==> src/rtl/matrix_round_ctrl.sv <==
// Round controller for the memory-matrix game: latches a solution, shows it for a
// fixed time, then scores single-tile presses until the pattern is found or misses run out.
module matrix_round_ctrl #(
   parameter int unsigned TILES          = 8,
   parameter int unsigned GUESS_W        = 4,
   parameter int unsigned DISPLAY_CYCLES = 100000000,
   parameter int unsigned CNT_W          = 27
) (
   input  logic               clk,
   input  logic               reset,
   input  logic               start,
   input  logic [TILES-1:0]   solution,
   input  logic [GUESS_W-1:0] max_guesses,
   input  logic [TILES-1:0]   guess,
   output logic [TILES-1:0]   board_led,
   output logic [TILES-1:0]   found,
   output logic [GUESS_W-1:0] guesses_left,
   output logic               hit,
   output logic               miss,
   output logic               round_start,
   output logic               playing,
   output logic               win,
   output logic               lose
);

   localparam logic [CNT_W-1:0] TIMER_LOAD = CNT_W'(DISPLAY_CYCLES - 1);

   typedef enum logic [2:0] {
      IDLE       = 3'd0,
      START_WAIT = 3'd1,
      SHOW       = 3'd2,
      PLAY       = 3'd3,
      WIN        = 3'd4,
      LOSE       = 3'd5,
      END_WAIT   = 3'd6
   } state_t;

   state_t             state_q, state_d;
   logic [TILES-1:0]   sol_q, sol_d;
   logic [TILES-1:0]   found_q, found_d;
   logic [TILES-1:0]   guess_q;
   logic [TILES-1:0]   board_led_q, board_led_d;
   logic [GUESS_W-1:0] guesses_left_q, guesses_left_d;
   logic [CNT_W-1:0]   timer_q, timer_d;
   logic               unlim_q, unlim_d;
   logic               hit_q, hit_d;
   logic               miss_q, miss_d;
   logic               round_start_q, round_start_d;
   logic               playing_q, win_q, lose_q;
   logic [TILES-1:0]   press;
   logic               single_press;

   // A press is a rising button edge; only exactly one new button per cycle is scored.
   assign press        = guess & ~guess_q;
   assign single_press = (press != '0) && ((press & (press - TILES'(1))) == '0);

   always_comb begin
      state_d        = state_q;
      sol_d          = sol_q;
      found_d        = found_q;
      guesses_left_d = guesses_left_q;
      timer_d        = timer_q;
      unlim_d        = unlim_q;
      hit_d          = 1'b0;
      miss_d         = 1'b0;
      round_start_d  = 1'b0;
      board_led_d    = '0;

      case (state_q)
         IDLE: begin
            if (start) state_d = START_WAIT;
         end
         START_WAIT: begin
            if (!start) begin
               state_d        = SHOW;
               sol_d          = solution;
               found_d        = '0;
               guesses_left_d = max_guesses;
               unlim_d        = (max_guesses == '0);
               timer_d        = TIMER_LOAD;
               round_start_d  = 1'b1;
            end
         end
         SHOW: begin
            if (timer_q == '0) state_d = PLAY;
            else               timer_d = timer_q - CNT_W'(1);
         end
         PLAY: begin
            if (sol_q == '0) begin
               state_d = WIN;
            end else if (single_press) begin
               if ((press & sol_q & ~found_q) != '0) begin
                  found_d = found_q | press;
                  hit_d   = 1'b1;
                  if ((found_q | press) == sol_q) state_d = WIN;
               end else if ((press & ~sol_q) != '0) begin
                  miss_d = 1'b1;
                  if (!unlim_q) begin
                     guesses_left_d = guesses_left_q - GUESS_W'(1);
                     if (guesses_left_q == GUESS_W'(1)) state_d = LOSE;
                  end
               end
            end
         end
         WIN, LOSE: begin
            if (start) state_d = END_WAIT;
         end
         END_WAIT: begin
            if (!start) state_d = IDLE;
         end
         default: state_d = IDLE;
      endcase

      // LED pattern follows the state being entered so it is registered with it.
      case (state_d)
         SHOW, WIN: board_led_d = sol_d;
         PLAY:      board_led_d = found_d;
         LOSE:      board_led_d = sol_d & ~found_d;
         default:   board_led_d = '0;
      endcase
   end

   always_ff @(posedge clk) begin
      if (!reset) begin
         state_q        <= IDLE;
         sol_q          <= '0;
         found_q        <= '0;
         guess_q        <= '0;
         board_led_q    <= '0;
         guesses_left_q <= '0;
         timer_q        <= '0;
         unlim_q        <= 1'b0;
         hit_q          <= 1'b0;
         miss_q         <= 1'b0;
         round_start_q  <= 1'b0;
         playing_q      <= 1'b0;
         win_q          <= 1'b0;
         lose_q         <= 1'b0;
      end else begin
         state_q        <= state_d;
         sol_q          <= sol_d;
         found_q        <= found_d;
         guess_q        <= guess;
         board_led_q    <= board_led_d;
         guesses_left_q <= guesses_left_d;
         timer_q        <= timer_d;
         unlim_q        <= unlim_d;
         hit_q          <= hit_d;
         miss_q         <= miss_d;
         round_start_q  <= round_start_d;
         playing_q      <= (state_d == PLAY);
         win_q          <= (state_d == WIN);
         lose_q         <= (state_d == LOSE);
      end
   end

   assign board_led    = board_led_q;
   assign found        = found_q;
   assign guesses_left = guesses_left_q;
   assign hit          = hit_q;
   assign miss         = miss_q;
   assign round_start  = round_start_q;
   assign playing      = playing_q;
   assign win          = win_q;
   assign lose         = lose_q;

endmodule

==> config.mk <==
export PLATFORM = sky130hd
export DESIGN_NAME = matrix_round_ctrl
export DESIGN_NICKNAME = d
export VERILOG_FILES = /design/src/rtl/matrix_round_ctrl.sv
export SDC_FILE = /design/constraint.sdc
export NUM_CORES = 1
export LEC_CHECK = 0
export BUFFER_PORTS_ARGS = -buffer_cell sky130_fd_sc_hd__buf_2
export CORE_MARGIN = 8
export CORE_UTILIZATION = 30
export CTS_CLUSTER_DIAMETER = 100
export DETAILED_ROUTE_END_ITERATION = 16
export SLEW_MARGIN = 20
export SYNTH_ARGS = -nofsm -noshare
export SYNTH_HDL_FRONTEND = slang
export SYNTH_SLANG_ARGS = --single-unit
==> constraint.sdc <==
create_clock -name clk -period 6.5 [get_ports clk]
set_input_delay 0.65 -clock clk [delete_from_list [all_inputs] [get_ports clk]]
set_output_delay 0.65 -clock clk [all_outputs]
set_load 0.02 [all_outputs]
==> qor_table.md, run 1 <==
| Group | Result | Value |
|:---|:---|:---|
| layout | Post-route insts no fill | 613 |
| layout | Antenna cells | 0 |
| logic synthesis | Library cell with the highest instance count after synthesis | dfxtp_1 |
| global routing | Global-route total usage across every layer | 0.120 |
| clock tree | Clock latency on the worst-skew pair | 0.33 ns |
| logic synthesis | Yosys top cell area share | 0.399 |
| logic synthesis | Synth top cells by count | dfxtp_1, nor2_1, a21oi_1 |
| clock tree | CTS tree | built |
| die | Initial standard-cell utilization of the core | 0.306 |
| global routing | Global-route wire length before repair | 15700 um |
| routing | DRC violation count after routing | 0 |
| critical path | Startpoint Class | flop |
| critical path | Required time at the worst-slack endpoint | 6.75 ns |
| critical path | Sequence of cells on the critical path | or4_4 -> or4b_1 -> or3_1 -> a31oi_1 -> o31a_2 -> o211ai_4 -> o221ai_1 |
| clock tree | Setup Buffers After CTS | 0 |
| timing | Setup violations, final | 0 |
| global routing | Antenna violations before repair | 0 |
| global routing | Global-route congestion overflow total | 0 |
| logic synthesis | Post-synth EDFFs | 0 |
| logic synthesis | Number of standard cells after synthesis | 423 |
| place | Placer congestion estimate | 0.880 |
| timing | Final sum of negative setup slack | 0 ns |
| clock tree | TritonCTS Buffers | 9 |
| clock tree | Sinks on the clock net | 73 |
| routing | Remaining antenna violation count after routing | 0 |
| critical path | Critical path class | reg -> reg |
| global routing | Maximum number of pins on one net before global-route repair | 38 |
| layout | Fillers | 1225 |
| place | Cells after DPL | 597 |
| power and ir drop | Cell leakage power | 0.00174 uW |
| run status | Status | finished, final reports clean |
| die | Core box area | 12000 um2 |
| clock tree | Root cell of the clock tree | clkbuf_16 |
| global routing | Via count of the first global-routing pass | 3146 |
| power and ir drop | Worst IR drop on VDD | 0.153 mV |
| logic synthesis | Synthesized Nets | 450 |
| critical path | Largest stage delay, worst path | 0.58 ns |
| timing | Setup repair after global routing missed its margin | no |
| clock tree | Post-cts sizing count | 0 |
| routing | Via total after detailed routing | 3151 |
| clock tree | H-Tree Depth | 3 |
| run | Max cap viols | 0 |
| clock tree | Hold Buf Count CTS | 0 |
| timing | Tightest Pin Transition | 0.846 ns |
| timing | Final clock period utilization by the worst path | 0.479 |
| power and ir drop | Pwr per Cell Area | 314 nW/um2 |
| timing | Max-slew violations | 0 |
| critical path | Crit path max fanout | 11 |
| timing | Clock tree skew after final layout | 0.00468 ns |
| logic synthesis | Leading post-synthesis cells by cell area | dfxtp_1, xnor2_1, nor2_1 |
| place | Detailed placer's ending HPWL | 6830 um |
| routing | DR pass1 iterations | 4 |
| place | Total of buffers placed on input and output ports | 48 |
| critical path | Kind of end point of the critical path | flop |
| logic synthesis | Sequential-to-total area share from yosys stat | 0.399 |
| timing | Top achievable clock speed | 0.321 GHz |
| timing | Final period demand of the worst path | 3.11 ns |
| layout | Ratio of cells with drive above 1 in the final layout | 0.176 |
| logic synthesis | Synthesis-stage register bit count | 73 |
| timing | Number of failing hold endpoints at the final stage | 0 |
| die | Width of the chip | 126 um |
| layout | Nets | 488 |
| logic synthesis | Post-Syn Area per Cell | 8.65 um2 |
| routing | Wirelength, routed | 9270 um |
| logic synthesis | Number of warnings printed during yosys synthesis | 0 |
| routing | Ratio of routed vias to standard cells | 5.14 |
| critical path | Arrival time of the worst setup path | 3.36 ns |
| layout | Post-synthesis to final-layout area growth | 18.1% |
| die | Total I/O pin count | 49 |
| die | Count of standard-cell rows | 40 |
| routing | WL/cell | 15.1 um |
| clock tree | Maximum count of clock buffers along a single path | 2 |
| logic synthesis | Async S/R FF share, synth | 0 |
| power and ir drop | Post-route total power | 1360 uW |
| worst hold path | Worst min-delay path class | reg -> reg |
| logic synthesis | Ys flop type | dfxtp_1 |
| die | Die H | 126 um |
| clock tree | Clock-pin transition on the worst setup and hold timing paths | 0.06 ns |
| critical path | Worst path slowest cell | or4_4 |
| timing | Worst relative slew slack | 0.433 |
| timing | Min Hold Slack | 0.491 ns |
| die | Die Footprint | 16000 um2 |
| routing | First DRT Iteration DRCs | 108 |
| logic synthesis | Cell taking the most area after synthesis | dfxtp_1 |
| logic synthesis | Cell area after synthesis | 3660 um2 |
| logic synthesis | Yosys cell types | 56 |
-- worst max-delay path, delay by kind of cell, from the launching register on --
family          cells  cell delay [ns]
simple gates        3             1.68
compound gates      4             0.99
flops               1             0.35
-- cell families after synthesis --
| kind of cell | Yosys count | share of synthesized area |
|---|---|---|
| buf+inv | 35 | 0.0424 |
| flops | 73 | 0.399 |
| simple gates | 189 | 0.281 |
| mux | 8 | 0.0219 |
| fa+ha+maj | 4 | 0.0137 |
| compound gates | 80 | 0.161 |
| xor+xnor | 34 | 0.0813 |
-- layer usage --
metal | part of all wire | up-vias | global-route usage
met5 | 0 | - | 0
met4 | 0.024 | 0 | 0.0552
met3 | 0.036 | 17 | 0.0247
met2 | 0.49 | 80 | 0.201
met1 | 0.45 | 1469 | 0.145
li1 | - | 1585 | -
-- placed cells by master (no fill, tap or decap), types with 4 or more instances in the layout --
cell type	synthesis	layout
nand2b_1	14	14
nor2b_1	10	10
buf_2	1	48
nand3_1	11	11
or4_1	9	9
xnor2_1	24	24
mux2i_1	8	8
o221ai_1	9	9
a22oi_1	4	4
ha_1	4	4
a22o_1	5	5
nor3_1	13	13
inv_1	13	13
o21ai_0	4	4
clkbuf_16	0	9
and2_1	15	15
nor4_1	13	13
o31ai_1	4	4
or2_2	9	9
nor2_1	53	53
nand2_1	18	18
nand3b_1	6	6
xor2_1	10	10
a21oi_1	27	27
dfxtp_1	73	73
-- power breakdown --
| group | internal, uW | switching [uW] |
|---|---|---|
| logic | 114 | 148 |
| registers | 486 | 39.8 |
| clock network | 377 | 194 |
-- through the flow --
stage                     area, um2  setup slack [ns]  utilization
after floorplan                3660              3.66            -
after CTS                      4320              3.35        0.362
after global routing           4320              3.24        0.362
final                          4320              3.39        0.362
after detailed placement       3980              3.36        0.333
after global placement         3980              3.39        0.333
-- registers in the layout, indices dropped and copies added (netlist names) --
register      count
timer_q          27
board_led         8
found             8
guess_q           8
sol_q             8
guesses_left      4
state_q           3
hit               1
lose              1
miss              1
playing           1
round_start       1
unlim_q           1
win               1
-- worst paths after layout --
check / slack, ns / from / endpoint / cells after the start
max: 3.39 / timer_q[8] / board_led[5] / 7
min: 0.49 / timer_q[13] / timer_q[13] / 2
max reg2reg: 3.39 / timer_q[8] / board_led[5] / 7
min reg2reg: 0.49 / timer_q[13] / timer_q[13] / 2
-- final cells by class --
cell class	count	area (um2)	share of cell area
Multi-Input combinational cell	315	2040	0.473
Clock buffer	10	229	0.0530
Clock inverter	6	113	0.0260
Inverter	14	52.6	0.0122
Tap cell	147	184	0.0425
Sequential cell	73	1460	0.338
Timing Repair Buffer	48	240	0.0556
(Power assumes the default switching activity.)
==> run 2, diff against run 1 <==
Settings changed: ABC_AREA from default to 1.
Clock period 6.5 ns to 2.9 ns, I/O delays scaled along.
==> qor_table.md, run 2 <==
| Group | Result | Value | vs previous |
|:---|:---|:---|:---|
| timing | Final period demand of the worst path | 2.54 ns | was 3.11 ns |
| critical path | Crit path max fanout | 30 | was 11 |
| logic synthesis | Post-Syn Area per Cell | 6.41 um2 | was 8.65 um2 |
| global routing | Global-route total usage across every layer | 0.133 | was 0.120 |
| global routing | Global-route wire length before repair | 19500 um | was 15700 um |
| critical path | Critical path class | reg -> reg | unchanged |
| clock tree | Sinks on the clock net | 73 | unchanged |
| routing | Via total after detailed routing | 4163 | was 3151 |
| place | Placer congestion estimate | 0.863 | was 0.880 |
| place | Detailed placer's ending HPWL | 8850 um | was 6830 um |
| routing | DRC violation count after routing | 0 | unchanged |
| timing | Tightest Pin Transition | 0.916 ns | was 0.846 ns |
| die | Count of standard-cell rows | 43 | was 40 |
| logic synthesis | Number of warnings printed during yosys synthesis | 0 | unchanged |
| logic synthesis | Cell area after synthesis | 4130 um2 | was 3660 um2 |
| die | Die H | 133 um | was 126 um |
| logic synthesis | Yosys top cell area share | 0.354 | was 0.399 |
| critical path | Startpoint Class | flop | unchanged |
| timing | Top achievable clock speed | 0.393 GHz | was 0.321 GHz |
| logic synthesis | Sequential-to-total area share from yosys stat | 0.354 | was 0.399 |
| timing | Worst relative slew slack | 0.389 | was 0.433 |
| logic synthesis | Yosys cell types | 36 | was 56 |
| critical path | Largest stage delay, worst path | 0.57 ns | was 0.58 ns |
| routing | WL/cell | 13.3 um | was 15.1 um |
| power and ir drop | Proportion of power drawn by the clock network | 0.382 | was 0.420 |
| layout | Most used cells in the layout excluding fill and tap cells | nand2_1, nor2_1, inv_1 | was dfxtp_1, nor2_1, buf_2 |
| routing | Metal2 WL | 5580 um | was 4520 um |
| routing | First DRT Iteration DRCs | 325 | was 108 |
| critical path | Sequence of cells on the critical path | nor2_1 -> nand2_1 -> nor2_4 -> inv_1 -> o21ai_0 -> nor2_1 -> nand3_1 -> nand2_1 -> inv_1 -> a21oi_1 | was or4_4 -> or4b_1 -> or3_1 -> a31oi_1 -> o31a_2 -> o211ai_4 -> o221ai_1 |
| clock tree | Clock latency on the worst-skew pair | 0.33 ns | about the same |
| timing | Final sum of negative setup slack | 0 ns | unchanged |
| clock tree | CTS tree | built | unchanged |
| critical path | Worst path slowest cell | o21ai_0 | was or4_4 |
| logic synthesis | Post-synth EDFFs | 0 | unchanged |
| routing | Wirelength, routed | 11700 um | was 9270 um |
| worst hold path | Worst min-delay path class | in -> reg | was reg -> reg |
| place | Total of buffers placed on input and output ports | 48 | unchanged |
| clock tree | Setup Buffers After CTS | 0 | unchanged |
| layout | Post-synthesis to final-layout area growth | 18.1% | about the same |
| logic synthesis | Async S/R FF share, synth | 0 | unchanged |
| timing | Final clock period utilization by the worst path | 0.877 | was 0.479 |
| global routing | Global-route congestion overflow total | 0 | unchanged |
| routing | Ratio of routed vias to standard cells | 4.74 | was 5.14 |
| clock tree | Maximum count of clock buffers along a single path | 2 | unchanged |
| timing | Setup repair after global routing missed its margin | no | unchanged |
| critical path | Kind of end point of the critical path | flop | unchanged |
| timing | Min Hold Slack | 0.154 ns | was 0.491 ns |
| global routing | Maximum number of pins on one net before global-route repair | 51 | was 38 |
| power and ir drop | Net Sw Frac | 0.324 | was 0.281 |
| routing | Top Metal Used | met4 | unchanged |
| logic synthesis | Synth top cells by count | nand2_1, nor2_1, inv_1 | was dfxtp_1, nor2_1, a21oi_1 |
| critical path | Required time at the worst-slack endpoint | 3.10 ns | was 6.75 ns |
| layout | Nets | 720 | was 488 |
| timing | Setup violations, final | 0 | unchanged |
| timing | Clock tree skew after final layout | 0.00566 ns | was 0.00468 ns |
| logic synthesis | Ys flop type | dfxtp_1 | unchanged |
| power and ir drop | Cell leakage power | 0.00235 uW | was 0.00174 uW |
| routing | Remaining antenna violation count after routing | 0 | unchanged |
| layout | Final cell area excluding filler cells | 4870 um2 | was 4320 um2 |
| timing | Number of failing hold endpoints at the final stage | 0 | unchanged |
| run | Max cap viols | 0 | unchanged |
| logic synthesis | Number of standard cells after synthesis | 644 | was 423 |
| layout | Leading cell type in the layout, fill and taps excluded | nand2_1 | was dfxtp_1 |
| global routing | Antenna violations before repair | 0 | unchanged |
| power and ir drop | Combinational group share of total power | 0.246 | was 0.193 |
| clock tree | Hold Buf Count CTS | 0 | unchanged |
| layout | Antenna cells | 0 | unchanged |
| logic synthesis | Synthesized Nets | 671 | was 450 |
| power and ir drop | Pwr per Cell Area | 625 nW/um2 | was 314 nW/um2 |
| clock tree | H-Tree Depth | 3 | unchanged |
| place | Cell area reported after detailed placement | 4570 um2 | was 3980 um2 |
| clock tree | Root cell of the clock tree | clkbuf_16 | unchanged |
| logic synthesis | Library cell with the highest instance count after synthesis | nand2_1 | was dfxtp_1 |
| logic synthesis | Leading post-synthesis cells by cell area | dfxtp_1, nand2_1, nor2_1 | was dfxtp_1, xnor2_1, nor2_1 |
| power and ir drop | Worst IR drop on VDD | 0.251 mV | was 0.153 mV |
| clock tree | TritonCTS Buffers | 9 | unchanged |
| timing | Max-slew violations | 0 | unchanged |
| place | Post-place setup slack | 0.398 ns | was 3.36 ns |
| logic synthesis | Synthesis-stage register bit count | 73 | unchanged |
| critical path | Arrival time of the worst setup path | 2.74 ns | was 3.36 ns |
| die | Initial standard-cell utilization of the core | 0.302 | was 0.306 |
| clock tree | Post-cts sizing count | 0 | unchanged |
| die | Width of the chip | 133 um | was 126 um |
| clock tree | Clock-pin transition on the worst setup and hold timing paths | 0.06 ns | about the same |
| global routing | Via count of the first global-routing pass | 3946 | was 3146 |
| power and ir drop | NetSw | 986 uW | was 381 uW |
| layout | Flip-flop count of the largest register, all copies and words added | 27 | unchanged |
| power and ir drop | Power share of the sequential group | 0.373 | was 0.387 |
| routing | Met3 WL post-DR | 579 um | was 333 um |
| die | Total I/O pin count | 49 | unchanged |
| run status | Status | finished, final reports clean | unchanged |
| die | Die Footprint | 17800 um2 | was 16000 um2 |
| logic synthesis | Cell taking the most area after synthesis | dfxtp_1 | unchanged |
| layout | Ratio of cells with drive above 1 in the final layout | 0.140 | was 0.176 |
| timing | Post-route setup slack | 0.357 ns | was 3.39 ns |
| routing | DR pass1 iterations | 5 | was 4 |
| die | Core box area | 13700 um2 | was 12000 um2 |
| routing | Met1 Routed Length | 5380 um | was 4200 um |
| power and ir drop | P_int | 2060 uW | was 978 uW |
| layout | Most flop-heavy register | timer_q | unchanged |
-- run 2: changes by cell type after synthesis, moves of 23 or more --
cell and change:
nand2_1 +145, inv_1 +68, o21ai_0 +33, nor2_1 +32, nand3_1 +30, xnor2_1 -23
-- run 2: power by group through the flow --
stage,clock network [uW],registers [uW],logic [uW]
after global placement,0,1150,745
final,1160,1130,749
after CTS,1180,1130,747
after floorplan,0,1150,555
after global routing,1230,1140,849
after detailed placement,0,1150,741
-- run 2: cells by family after synthesis --
family          after synthesis  synth area share
simple gates                353             0.380
buf+inv                     105            0.0998
compound gates               95             0.124
flops                        73             0.354
xor+xnor                     13            0.0276
fa+ha+maj                     4            0.0121
mux                           1           0.00243
-- run 2: final cells by class --
class | count | area, um2
Fill cell | 1495 | 8790
Sequential cell | 73 | 1460
Timing Repair Buffer | 55 | 293
Clock inverter | 2 | 35.0
Tap cell | 180 | 225
Inverter | 88 | 333
Clock buffer | 14 | 274
Multi-Input combinational cell | 466 | 2250
-- run 2: worst max-delay path, delay by kind of cell, from the launching register on --
kind	cells	cell delay [ns]
buffers and inverters	2	0.51
AO/OA/AOI/OAI	2	0.62
flip-flops	1	0.41
AND/OR/NAND/NOR	6	0.86
-- run 2: through the flow --
stage,cells,util,power [uW]
finish,878,0.357,3040
global route,878,0.357,3220
CTS,878,0.357,3060
detailed placement,862,0.334,1900
global placement,862,0.334,1900
floorplan,644,-,1700
-- run 2: layer usage --
| metal | vias up | track usage |
|---|---|---|
| li1 | 2169 | - |
| met1 | 1883 | 0.164 |
| met2 | 95 | 0.221 |
| met3 | 16 | 0.0380 |
| met4 | 0 | 0.0399 |
| met5 | - | 0 |
-- run 2: worst paths after layout --
| kind | start | cells after the start | to | slack [ns] |
|---|---|---|---|---|
| worst max-delay path | state_q[2] | 10 | board_led[0] | 0.36 |
| worst min-delay path | guess[7] | 3 | guess_q[7] | 0.15 |
| worst max register to register | state_q[2] | 10 | board_led[0] | 0.36 |
| worst min register to register | timer_q[23] | 2 | timer_q[23] | 0.47 |
